## src/rtl/npu_pkg.sv

```systemverilog
// rtl/npu_pkg.sv - shared widths, FSM encoding and saturation limits for the NPU core
package npu_pkg;

   localparam int DEF_DATA_W = 8;
   localparam int DEF_ACC_W  = 26;

   localparam int SAT_HI = (2 ** (DEF_DATA_W - 1)) - 1;
   localparam int SAT_LO = -(2 ** (DEF_DATA_W - 1));

   typedef enum logic [1:0] {
      ST_IDLE  = 2'd0,
      ST_RUN   = 2'd1,
      ST_FLUSH = 2'd2,
      ST_DONE  = 2'd3
   } state_t;

endpackage

```

## src/rtl/npu_mac.sv

```systemverilog
// rtl/npu_mac.sv - 3-stage multiply / accumulate / shift-saturate pipeline
module npu_mac
   import npu_pkg::*;
#(
   parameter int DATA_W = DEF_DATA_W,
   parameter int ACC_W  = DEF_ACC_W
) (
   input  logic              clk,
   input  logic              rst_x,
   input  logic              in_valid,
   input  logic              in_first,
   input  logic              in_last,
   input  logic [DATA_W-1:0] a,
   input  logic [DATA_W-1:0] b,
   input  logic [3:0]        oshift,
   output logic              out_valid,
   output logic [DATA_W-1:0] out_data
);

   localparam logic signed [ACC_W-1:0] HI = ACC_W'(SAT_HI);
   localparam logic signed [ACC_W-1:0] LO = ACC_W'(SAT_LO);

   logic signed [2*DATA_W-1:0] prod;
   logic                       s1_valid;
   logic                       s1_first;
   logic                       s1_last;
   logic signed [ACC_W-1:0]    acc;
   logic                       s2_last;
   logic signed [ACC_W-1:0]    prod_ext;
   logic signed [ACC_W-1:0]    shifted;
   logic [DATA_W-1:0]          sat;

   assign prod_ext = {{(ACC_W - 2*DATA_W){prod[2*DATA_W-1]}}, prod};
   assign shifted  = acc >>> oshift;

   always_comb begin
      sat = shifted[DATA_W-1:0];
      if (shifted > HI)
         sat = HI[DATA_W-1:0];
      else if (shifted < LO)
         sat = LO[DATA_W-1:0];
   end

   always_ff @(posedge clk or negedge rst_x) begin
      if (!rst_x) begin
         prod      <= '0;
         s1_valid  <= 1'b0;
         s1_first  <= 1'b0;
         s1_last   <= 1'b0;
         acc       <= '0;
         s2_last   <= 1'b0;
         out_valid <= 1'b0;
         out_data  <= '0;
      end else begin
         s1_valid <= in_valid;
         s1_first <= in_valid & in_first;
         s1_last  <= in_valid & in_last;
         if (in_valid)
            prod <= $signed(a) * $signed(b);

         // a first-tagged product restarts the sum so groups can run back to back
         if (s1_valid)
            acc <= s1_first ? prod_ext : acc + prod_ext;
         s2_last <= s1_valid & s1_last;

         out_valid <= s2_last;
         if (s2_last)
            out_data <= sat;
      end
   end

endmodule

```

## src/rtl/npu_core.sv

```systemverilog
// rtl/npu_core.sv - job FSM and pair/output counters driving the MAC pipeline
module npu_core
   import npu_pkg::*;
#(
   parameter int DATA_W = DEF_DATA_W,
   parameter int ACC_W  = DEF_ACC_W
) (
   input  logic              CLK,
   input  logic              RESET_X,
   input  logic              SOFT_RESET,
   input  logic              START,
   input  logic [9:0]        KLEN,
   input  logic [9:0]        NOUT,
   input  logic [3:0]        OSHIFT,
   input  logic              NPU_EN,
   input  logic [DATA_W-1:0] A_RDATA,
   input  logic [DATA_W-1:0] B_RDATA,
   output logic              LM_EN,
   output logic [DATA_W-1:0] C_WDATA,
   output logic              BUSY,
   output logic              FINISH
);

   logic       rst_x;
   state_t     state;
   logic [9:0] klen_l;
   logic [9:0] nout_l;
   logic [3:0] oshift_l;
   logic [9:0] kcnt;
   logic [9:0] ncnt;
   logic       pair_in;
   logic       pair_last;

   assign rst_x     = RESET_X & SOFT_RESET;
   assign pair_in   = (state == ST_RUN) & NPU_EN;
   assign pair_last = (kcnt == klen_l - 10'd1);

   always_ff @(posedge CLK or negedge rst_x) begin
      if (!rst_x) begin
         state    <= ST_IDLE;
         klen_l   <= '0;
         nout_l   <= '0;
         oshift_l <= '0;
         kcnt     <= '0;
         ncnt     <= '0;
         BUSY     <= 1'b0;
         FINISH   <= 1'b0;
      end else begin
         FINISH <= 1'b0;
         case (state)
            ST_IDLE: if (START) begin
               klen_l   <= (KLEN == 10'd0) ? 10'd1 : KLEN;
               nout_l   <= NOUT;
               oshift_l <= OSHIFT;
               kcnt     <= '0;
               ncnt     <= '0;
               BUSY     <= 1'b1;
               state    <= (NOUT == 10'd0) ? ST_DONE : ST_RUN;
            end
            ST_RUN: if (NPU_EN) begin
               if (pair_last) begin
                  kcnt <= '0;
                  ncnt <= ncnt + 10'd1;
                  if (ncnt == nout_l - 10'd1)
                     state <= ST_FLUSH;
               end else begin
                  kcnt <= kcnt + 10'd1;
               end
            end
            // kcnt is idle here, so it times the two cycles until the final result lands
            ST_FLUSH: begin
               if (kcnt == 10'd1) begin
                  kcnt  <= '0;
                  state <= ST_DONE;
               end else begin
                  kcnt <= kcnt + 10'd1;
               end
            end
            ST_DONE: begin
               FINISH <= 1'b1;
               BUSY   <= 1'b0;
               state  <= ST_IDLE;
            end
            default: state <= ST_IDLE;
         endcase
      end
   end

   npu_mac #(
      .DATA_W (DATA_W),
      .ACC_W  (ACC_W)
   ) u_mac (
      .clk       (CLK),
      .rst_x     (rst_x),
      .in_valid  (pair_in),
      .in_first  (kcnt == 10'd0),
      .in_last   (pair_last),
      .a         (A_RDATA),
      .b         (B_RDATA),
      .oshift    (oshift_l),
      .out_valid (LM_EN),
      .out_data  (C_WDATA)
   );

endmodule

```

## config.mk

```make
export PLATFORM = sky130hd
export DESIGN_NAME = npu_core
export DESIGN_NICKNAME = d
export VERILOG_FILES = /design/src/rtl/npu_pkg.sv /design/src/rtl/npu_mac.sv /design/src/rtl/npu_core.sv
export SDC_FILE = /design/constraint.sdc
export NUM_CORES = 1
export LEC_CHECK = 0
export CAP_MARGIN = 30
export CORE_ASPECT_RATIO = 2
export CORE_MARGIN = 10
export CORE_UTILIZATION = 45
export DETAILED_ROUTE_END_ITERATION = 12
export DONT_BUFFER_PORTS = 1
export PLACE_DENSITY = 0.65
export SYNTH_ARGS = -nofsm -noshare
export SYNTH_HDL_FRONTEND = slang
export SYNTH_SLANG_ARGS = --single-unit
```

## constraint.sdc

```tcl
create_clock -name CLK -period 8.6 [get_ports CLK]
set_input_delay 2.58 -clock CLK [delete_from_list [all_inputs] [get_ports CLK]]
set_output_delay 2.58 -clock CLK [all_outputs]
set_load 0.005 [all_outputs]
```

-- Word level (Yosys, flattened, before mapping)
Cells that the tools add are included.
- bits in registers: 103
- latch bits: 0
- bits in writable memories: 0
- memory bits (read-only): 0
- input bits: 45
- output and inout bits: 11
- word-level logic and storage cells: 75
- memories kept: 0
- add/subtract/negate cells: 5
- $mul: 1
- divide/modulo/power cells: 0
- $lt $le $gt $ge: 2
- equality and inequality tests: 11
- shifts and indexed selects: 1
- muxes and demuxes: 22
- bitwise operators: 5
- reduce and logical (&&, ||, !) cells: 12
- operators by type and width (kind ; count):
    $mux 10 ; 7
    $logic_not 10->1 ; 3
    $pmux 10 s3 ; 1
    $add 26x16->26 ; 1
    $gt 26x8->1 const B ; 1
    $lt 26x8->1 const B ; 1
    $mux 26 ; 1
    $sshr 26x4->26 ; 1
    $add 10x1->10 const B ; 2
    $eq 10x10->1 ; 2
    $pmux 10 s2 ; 1
    $sub 10x1->10 const B ; 2
    $mul 8x8->16 ; 1
    $mux 8 ; 2
    $mux 2 ; 6
    $eq 10x1->1 const B ; 1
    $pmux 2 s4 ; 1
    $ne 2x2->1 const B ; 3
    $and 1x1->1 ; 5
    $reduce_and 5->1 ; 1
    $eq 2x2->1 const B ; 2
    $ne 2x1->1 const B ; 2
    $reduce_and 2->1 ; 2
    $reduce_and 4->1 ; 1
    other kinds (7) ; 9

-- Longest topological paths before layout
Gate-level depths: netlist (run 1).
- depth after elaboration: 6
- depth in mapped cells: 18
- mapped depth without buffers: 18

-- Cells and area by module
A second synthesis (run 1) with hierarchy kept.
- cells, all modules: 1136
- area, all modules: 10441.3 um^2
- by module, submodules not included (module ; times used ; cells an instance ; area an instance (um^2) ; sequential area each (um^2)):
    npu_mac ; 1 ; 811 ; 7363.3 ; 1376.3
    npu_core ; 1 ; 325 ; 3078.0 ; 1201.2

-- Least setup slack after synthesis (run 1)
OpenSTA, ideal clock, no wires.
- kind: input to register
- start: input port B_RDATA[3]
- end: register u_mac.prod[13]
- library setup time: 0.135 ns
- arrival: 6.415 ns
- required time: 8.465 ns
- setup slack: 2.050 ns
- cell stages on the path: 15
- path buffers: 0
- cells stage by stage: and2_1 > fa_1 > inv_1 > fa_1 > inv_1 > fa_1 > inv_1 > fa_1 > inv_1 > ha_1 > and3_1 > and3_1 > or3_1 > xnor2_1 > o21ai_0
- cells in the longest elaborated chain, start to end: 1
- ends and longest elaborated chain (element ; line ; RTL):
    from (decl) ; npu_core.sv:17 ; input logic [DATA_W-1:0] B_RDATA,
    $mul 8x8->16 ; npu_mac.sv:59 ; prod <= $signed(a) * $signed(b);
    to (signal assigned) ; npu_mac.sv:59 ;
    to (decl) ; npu_mac.sv:23 ; logic signed [2*DATA_W-1:0] prod;
Every way passes these cells.
A chain may end at the register's enable or synchronous reset.

-- Worst setup path in the final report (run 1)
Same ends and word-level chain as after synthesis.

==> results of run 1 <==
-- logic make-up after synthesis --
logic type | after synthesis
mux | 95
fa+ha+maj | 121
xor+xnor | 56
compound gates | 236
simple gates | 338
flops | 103
buf+inv | 165
-- worst max-delay path, cell delays in order --
cell and delay [ps]:
and2_1 180, fa_1 630, inv_1 150, fa_1 550
inv_1 60, fa_1 530, inv_1 50, fa_1 520
inv_1 50, ha_1 350, and3_1 190, and3_1 180
or3_1 360, xnor2_1 130, o21ai_0 80
-- flip-flops by register name, indices dropped and copies added, names as in the netlist, 4 cells and up --
name and flops:
u_mac.prod 16, u_mac.acc 26, oshift_l 4, ncnt 10, klen_l 10, nout_l 10
u_mac.out_data 8, kcnt 10
-- final timing paths --
check	cells past startpoint	startpoint	end	slack [ps]
worst max-delay path	15	B_RDATA[3]	u_mac.prod[13]	2230
worst min-delay path	1	u_mac.s1_last	u_mac.s2_last	480
worst max register to register	11	u_mac.acc[0]	u_mac.acc[24]	5530
worst min register to register	1	u_mac.s1_last	u_mac.s2_last	480
max in group asynchronous	3	RESET_X	u_mac.prod[8]	5360
min in group asynchronous	1	SOFT_RESET	nout_l[5]	2180
-- per-stage QoR --
stage               hold WS, ps  area [um2]  setup WS, ps  power [mW]
floorplan                   352       10100          2050        3.12
global placement            467       10400          1870        3.60
detailed placement          464       10400          1790        3.66
CTS                         482       10700          2190        4.09
global route                503       10700          1950        4.48
finish                      482       10700          2230        4.06
-- metal layers --
layer	global-route usage	routed length, um	up-vias	share of wire
met5	0	0	-	0
met4	0.0708	745	0	0.032
met3	0.0235	639	37	0.027
li1	-	-	3855	-
met1	0.164	8630	3877	0.37
met2	0.314	13400	121	0.57
-- cells in the final DEF (no fill, tap or decap), drive strengths merged, types with 11 or more instances in the layout --
master  count
inv       130
dfrtp     103
nand2      85
nor2       75
a21oi      68
ha         64
fa         56
and2       51
o21ai      48
mux2       45
xnor2      32
mux2i      30
nor3       27
xor2       24
nand3      22
mux4       20
a211oi     17
nor2b      12
o22ai      12
a21o       12
clkbuf     12
o21a       11
o31ai      11
-- report_power, final --
part	internal, mW	switching (mW)	leakage (nW)
Sequential	0.658	0.249	1.32
Clock	0.217	0.197	0.142
Combinational	1.26	1.48	3.29
-- area by class of cell --
class	count	area, um2
repair buffers	9	80.1
well taps	276	345
clock buffers	12	256
multi-input cells	846	6910
fillers	2151	11500
clock inverters	4	36.3
flip-flops and latches	103	2580
inverters	128	480
==> impl_metrics.json, run 1 <==
{
  "outcome": "finished clean",
  "route.detailed.vias_per_inst": 5.73,
  "grt_pass1_wl_um": 39400,
  "post_cts_resize_count": 0,
  "die_boundary_width_um": 126,
  "syn_nets": 1279,
  "finalMaxSlewViolations": 0,
  "cts_clk_pin_slew_worst_paths_ps": 80,
  "chipHeight_um": 232,
  "finalSetupTns_ps": 0,
  "worst-endpoint-arrival_ps": 6590,
  "clockBufferDepth": 2,
  "synthToLayoutAreaGrowth_pct": 5.53,
  "dieArea_um2": 29300,
  "cts_post_setup_buffers_inserted": 0,
  "post-dp-hpwl_um": 18600,
  "synth.cell_area_um2": 10100,
  "grt_pass1_vias": 8036,
  "critPathCaptureType": "flop",
  "synth_async_sr_flop_share": 1.00,
  "critical_path.startpoint_type": "input pin",
  "required_ps": 8820,
  "synthesis.instances": 1114,
  "fin_worst_skew_ps": 11.9,
  "globalRouteOverflowTotal": 0,
  "yosysWarnings": 0,
  "drt-wirelength-per-cell_um": 17.0,
  "io_buffer_count": 0,
  "detailroute.via_count": 7890,
  "leakagePower_nw": 4.75,
  "route.final.wire_length_um": 23400,
  "ys_ff_latch": 103,
  "post_synth_and_or_nand_nor_area_fraction": 0.170,
  "final_net_count": 1262,
  "maxCapViolations": 0,
  "avg_inst_size_synth_um2": 9.09,
  "synth_sequential_area_ratio": 0.255,
  "dp_cell_count": 1361,
  "worst_pin_slew_ps": 799,
  "worst_skew_pair.late_latency_ps": 370,
  "worst-path-max-fanout": 8,
  "hp-class": "reg2reg",
  "synth_mux_area_frac": 0.124,
  "synth-xor-area-share": 0.0485,
  "synth-compound-area-share": 0.149,
  "initial_utilization": 0.457,
  "first_iter_violations": 353,
  "cts.sinks": 103,
  "layout_worst_path_cycle_share": 0.741,
  "synth_cell_type_count": 69,
  "clock.fmax_ghz": 0.157,
  "synthAdderAreaFrac": 0.191,
  "synth_flop_cell": "dfrtp_1",
  "maxSlewHeadroom": 0.466,
  "htreeDepth": 3,
  "drt_drc_violations_left": 0,
  "cts_hold_buf": 0,
  "io_pins": 56,
  "finalHoldViolations": 0,
  "core_um2": 22200,
  "pin_count_of_the_biggest_net_entering_global_routing": 75,
  "drt.antenna.violating_nets": 0,
  "groute.usage.overall": 0.162,
  "post_route_cells_drive_above_1_share": 0.0962,
  "cts_tree": "yes",
  "first_pass_iteration_count_of_the_detailed_router": 5,
  "antenna_found_initial": 0,
  "yosysTopAreaCell": "dfrtp_1",
  "largest_family_of_logic_cells_by_synthesized_area": "adder cells",
  "antenna_cells": 0,
  "power_per_cell_area_nw_per_um2": 380,
  "ctsRootBufferMaster": "clkbuf_16",
  "synth.top_cells.by_count": "inv_1 (126), dfrtp_1 (103), nand2_1 (85)",
  "final_core_utilization": 0.482,
  "gp_routability_congestion": 0.863,
  "min_period_ps": 6370,
  "clock_buffers_created_by_tritoncts": 9,
  "synthMostInstantiatedCell": "inv_1",
  "ys_top_cells_by_area": "dfrtp_1 (25%), fa_1 (11%), ha_1 (7.9%)",
  "setup.worst_path.class": "in2reg",
  "instances_no_fill": 1378,
  "synth_edf_count": 0,
  "ir_drop_v": 0.000173,
  "setup_viol": 0,
  "unrepaired_setup_endpoints_after_global_routing": "no",
  "core.rowCount": 77,
  "synth_largest_type_area_fraction": 0.255
}
No activity file was read; power rests on OpenSTA's default activity.
==> inputs of run 2 (changes only) <==
Settings changed: PLACE_DENSITY 0.65 to 0.67.
Clock period 8.6 ns to 5.4 ns, I/O delays scaled along.
==> impl_metrics.json, run 2 (same netlist as run 1, synthesis figures left out) <==
{
  "clock_power_share": 0.103,
  "maxCapViolations": 0,
  "die_boundary_width_um": 126,
  "dieArea_um2": 29300,
  "hp-class": "reg2reg",
  "detailroute.via_count": 7968,
  "nFillCells": 2117,
  "unrepaired_setup_endpoints_after_global_routing": "no",
  "cts_clk_pin_slew_worst_paths_ps": 80,
  "initial_utilization": 0.457,
  "layout_worst_path_cycle_share": 0.958,
  "io_pins": 56,
  "met3_length_um": 634,
  "gp_routability_congestion": 0.887,
  "antenna_cells": 0,
  "final_core_utilization": 0.491,
  "finalMaxSlewViolations": 0,
  "core_um2": 22200,
  "maxUsedRoutingLayer": "met4",
  "worst-endpoint-arrival_ps": 5400,
  "setup_viol": 0,
  "clockBufferDepth": 2,
  "fin_worst_skew_ps": 14.3,
  "antenna_found_initial": 0,
  "postPlaceCellArea_um2": 10500,
  "ir_drop_v": 0.000322,
  "worst-path-max-fanout": 8,
  "groute.usage.overall": 0.163,
  "mostFrequentLayoutCells": "inv_1 (124), dfrtp_1 (103), nand2_1 (85)",
  "pin_count_of_the_biggest_net_entering_global_routing": 70,
  "max_stage_delay_ps": 540,
  "first_iter_violations": 329,
  "outcome": "finished clean",
  "cts_tree": "yes",
  "share_of_power_burned_in_registers": 0.224,
  "setup.worst_path.class": "in2reg",
  "worst_pin_slew_ps": 807,
  "top_regs": "u_mac.acc: 26 flops, u_mac.prod: 16 flops",
  "required_ps": 5620,
  "post_route_cells_drive_above_1_share": 0.115,
  "post-dp-hpwl_um": 18900,
  "globalRouteOverflowTotal": 0,
  "first_pass_iteration_count_of_the_detailed_router": 7,
  "grt_pass1_wl_um": 39600,
  "cts_hold_buf": 0,
  "crit_slowest_cell": "fa_1",
  "grt_pass1_vias": 8263,
  "detailroute.wirelength.met2_um": 13700,
  "route.detailed.vias_per_inst": 5.71,
  "largest_register": "u_mac.acc",
  "ctsRootBufferMaster": "clkbuf_16",
  "critPathCaptureType": "flop",
  "route.layer.met1.wl_um": 8500,
  "largest_reg_flops": 26,
  "drt_drc_violations_left": 0,
  "drt-wirelength-per-cell_um": 16.9,
  "chipHeight_um": 232,
  "worst_skew_pair.late_latency_ps": 380,
  "power_per_cell_area_nw_per_um2": 610,
  "leakagePower_nw": 4.86,
  "synthToLayoutAreaGrowth_pct": 7.52,
  "maxSlewHeadroom": 0.461,
  "final_common_cell": "inv_1",
  "htreeDepth": 3,
  "combPwrFrac": 0.673,
  "min_period_ps": 5170,
  "final_net_count": 1280,
  "switching_share": 0.471,
  "postLayoutCellArea_um2": 10900,
  "finalHoldViolations": 0,
  "drt.antenna.violating_nets": 0,
  "clock.fmax_ghz": 0.193,
  "clock_buffers_created_by_tritoncts": 9,
  "finalSetupTns_ps": 0,
  "route.final.wire_length_um": 23600,
  "p_int_mw": 3.51,
  "crit_chain": "and2_1 -> fa_1 -> inv_1 -> fa_1 -> inv_1 -> fa_1 -> inv_1 -> fa_1 -> inv_1 -> ha_1 -> o21ai_0 -> a21oi_1 -> o21ai_1 -> a21oi_1 -> o21a_1 -> o21a_1 -> o31ai_1",
  "post-layout-total-power_mw": 6.64,
  "io_buffer_count": 0,
  "critical_path.startpoint_type": "input pin",
  "cts.sinks": 103,
  "core.rowCount": 77,
  "power.switching_mw": 3.13
}
## run 2: cell types whose count changed in the layout (fill, tap and decap cells not counted), sizes merged
cell / delta
clkbuf: -3
buf: +18
clkinvlp: -1
inv: +1
clkinv: +3
## run 2: final cells by class
cell class / count / area [um2] / share of cell area
clock buffer: 9 / 225 / 0.0207
multi-input combinational: 846 / 6930 / 0.636
clock inverter: 7 / 86.3 / 0.00793
inverter: 128 / 480 / 0.0441
sequential: 103 / 2580 / 0.237
tap: 276 / 345 / 0.0317
timing repair buffer: 27 / 243 / 0.0223
## run 2: final timing paths
check | startpoint | end | slack (ps) | cells past startpoint
setup / recovery | A_RDATA[3] | u_mac.prod[12] | 230 | 17
hold / removal | u_mac.s1_last | u_mac.s2_last | 480 | 1
setup reg to reg | u_mac.prod[0] | u_mac.acc[24] | 2340 | 11
hold reg to reg | u_mac.s1_last | u_mac.s2_last | 480 | 1
max in group asynchronous | RESET_X | u_mac.acc[3] | 3270 | 3
min in group asynchronous | SOFT_RESET | nout_l[5] | 1070 | 1
## run 2: per-layer routing
metal,global-route usage,up-vias
li1,-,3896
met1,0.152,3909
met2,0.331,124
met3,0.0226,39
met4,0.0740,0
met5,0,-
## run 2: worst max-delay path: cells and delay by family
family	cells	cell delay, ps
AO/OA/AOI/OAI	7	1090
adder cells (fa/ha/maj)	5	2340
buffers and inverters	4	190
AND/OR/NAND/NOR	1	150
## run 2: repair_timing
item	in CTS	in global routing
endpoints found under the hold margin	0	0
endpoints found under the setup margin	0	1
gates resized for setup	0	2
buffers inserted	0	0
## run 2: power groups by stage
stage / sequential [mW] / clock [mW] / combinational [mW]
global placement: 1.52 / 0 / 4.32
floorplan: 1.31 / 0 / 3.68
global route: 1.54 / 0.730 / 5.05
finish: 1.49 / 0.686 / 4.47
CTS: 1.48 / 0.706 / 4.48
detailed placement: 1.50 / 0 / 4.46
## run 2: per-stage QoR
step	std cells	worst slack, ps	hold WS (ps)
after CTS	1395	179	488
after global placement	1378	-150	464
after global routing	1396	28.2	506
final	1396	227	483
after detailed placement	1379	-214	469
after floorplan	1114	19.9	352
==> inputs of run 3 (changes only) <==
Settings changed: PLACE_DENSITY 0.67 to unset.
==> impl_metrics.json, run 3 (same netlist as run 1, synthesis figures left out) <==
{
  "fin_worst_skew_ps": 18.4,
  "grtUsageMet1": 0.162,
  "ir_drop_v": 0.000441,
  "htreeDepth": 3,
  "postPlaceCellArea_um2": 10600,
  "globalRoute.busiestLayer": "met2",
  "critPathCaptureType": "flop",
  "core_um2": 22200,
  "worst_pin_slew_ps": 822,
  "cts_hold_buf": 0,
  "worst-path-max-fanout": 8,
  "maxSlewHeadroom": 0.452,
  "antenna_cells": 0,
  "largest_register": "u_mac.acc",
  "max_stage_delay_ps": 550,
  "cts_clk_pin_slew_worst_paths_ps": 80,
  "outcome": "finished clean",
  "cts_post_setup_buffers_inserted": 0,
  "multiInputGateArea_um2": 6930,
  "post-route-worst-setup-slack_ps": 227,
  "maxCapViolations": 0,
  "post_route_cells_drive_above_1_share": 0.119,
  "crit_chain": "and2_1 -> fa_1 -> inv_1 -> fa_1 -> inv_1 -> fa_1 -> inv_1 -> fa_1 -> inv_1 -> ha_1 -> o21ai_0 -> a21oi_1 -> o21ai_2 -> a21oi_2 -> o21a_1 -> o21a_1 -> o31ai_1",
  "io_pins": 56,
  "grt_pass1_wl_um": 41000,
  "grt_pass1_vias": 8221,
  "final_net_count": 1284,
  "power_per_cell_area_nw_per_um2": 621,
  "synthToLayoutAreaGrowth_pct": 7.60,
  "cts.sinks": 103,
  "global_route.usage.met3": 0.0345,
  "gp_routability_congestion": 0.828,
  "detailroute.via_count": 7958,
  "clockBufferDepth": 2,
  "min_period_ps": 5170,
  "layout_worst_path_cycle_share": 0.958,
  "globalRouteOverflowTotal": 0,
  "drt.antenna.violating_nets": 0,
  "required_ps": 5660,
  "crit_slowest_cell": "fa_1",
  "finalMaxSlewViolations": 0,
  "setup.worst_path.class": "in2reg",
  "post_cts_resize_count": 0,
  "pin_count_of_the_biggest_net_entering_global_routing": 41,
  "route.final.wire_length_um": 25100,
  "initial_utilization": 0.457,
  "postLayoutCellArea_um2": 10900,
  "finalSetupTns_ps": 0,
  "final_common_cell": "inv_1",
  "chipHeight_um": 232,
  "mostFrequentLayoutCells": "inv_1 (124), dfrtp_1 (103), nand2_1 (85)",
  "finalHoldViolations": 0,
  "dieArea_um2": 29300,
  "first_iter_violations": 273,
  "first_pass_iteration_count_of_the_detailed_router": 5,
  "hp-class": "reg2reg",
  "groute.usage.overall": 0.171,
  "post-layout-total-power_mw": 6.76,
  "clock_buffers_created_by_tritoncts": 9,
  "cts_tree": "yes",
  "unrepaired_setup_endpoints_after_global_routing": "no",
  "regToRegSetupSlack_ps": 2180,
  "worst-endpoint-arrival_ps": 5430,
  "io_buffer_count": 0,
  "ctsRootBufferMaster": "clkbuf_16",
  "largest_reg_flops": 26,
  "drt_drc_violations_left": 0,
  "post-dp-hpwl_um": 20100,
  "critical_path.startpoint_type": "input pin",
  "clock.fmax_ghz": 0.193,
  "top_regs": "u_mac.acc: 26 flops, u_mac.prod: 16 flops",
  "route.detailed.vias_per_inst": 5.69,
  "dpl_worst_slack_ps": -263,
  "core.rowCount": 77,
  "worst_skew_pair.late_latency_ps": 370,
  "leakagePower_nw": 4.87,
  "nFillCells": 2162,
  "drt-wirelength-per-cell_um": 18.0,
  "die_boundary_width_um": 126,
  "final_core_utilization": 0.492,
  "antenna_found_initial": 0,
  "groute.layer.met2.usage": 0.341,
  "setup_viol": 0,
  "final-seq-area_um2": 2580
}
## run 3: cell types whose count changed in the layout (fill, tap and decap cells not counted), sizes merged
cell | previous run | this run
clkinv | 4 | 1
clkbuf | 9 | 10
bufinv | 0 | 1
clkinvlp | 0 | 1
inv | 131 | 130
buf | 27 | 31
## run 3: metal layers
metal	vias to the layer above	wire, um	share of wire
li1	3897	-	-
met1	3885	8660	0.34
met2	128	14800	0.59
met3	48	904	0.036
met4	0	793	0.032
met5	-	0	0
## run 3: worst max-delay path, delay by kind of cell
kind                       cells  cell delay, ps
and+or+nand+nor                1             150
buffers and inverters          4             190
AOI/OAI and AO/OA              7            1100
adders and majority gates      5            2350
## run 3: final timing paths
kind                               startpoint               to  depth (start not counted)
worst max register to register  u_mac.acc[13]    u_mac.acc[24]                          9
worst min-delay path            u_mac.s1_last    u_mac.s2_last                          1
max in group asynchronous             RESET_X        nout_l[7]                          2
min in group asynchronous          SOFT_RESET  u_mac.out_valid                          1
worst min register to register  u_mac.s1_last    u_mac.s2_last                          1
worst max-delay path               A_RDATA[3]   u_mac.prod[12]                         17
## run 3: area by class of cell
class | count | share of cell area
clock inverter | 5 | 0.00586
clock buffer | 10 | 0.0219
inverter | 128 | 0.0441
sequential | 103 | 0.237
timing repair buffer | 31 | 0.0232
tap | 276 | 0.0317
multi-input combinational | 846 | 0.637
## run 3: where the power goes
part           leakage [nW]  internal (mW)  switching, mW
registers              1.32           1.05          0.446
logic                  3.40           2.16           2.42
clock network         0.146          0.375          0.314
total                  4.87           3.58           3.18
## run 3: metrics by stage
stage,hold slack (ps),std cells
after detailed placement,472,1384
after CTS,490,1399
final,492,1399
after global placement,480,1383
after floorplan,352,1114
after global routing,519,1399
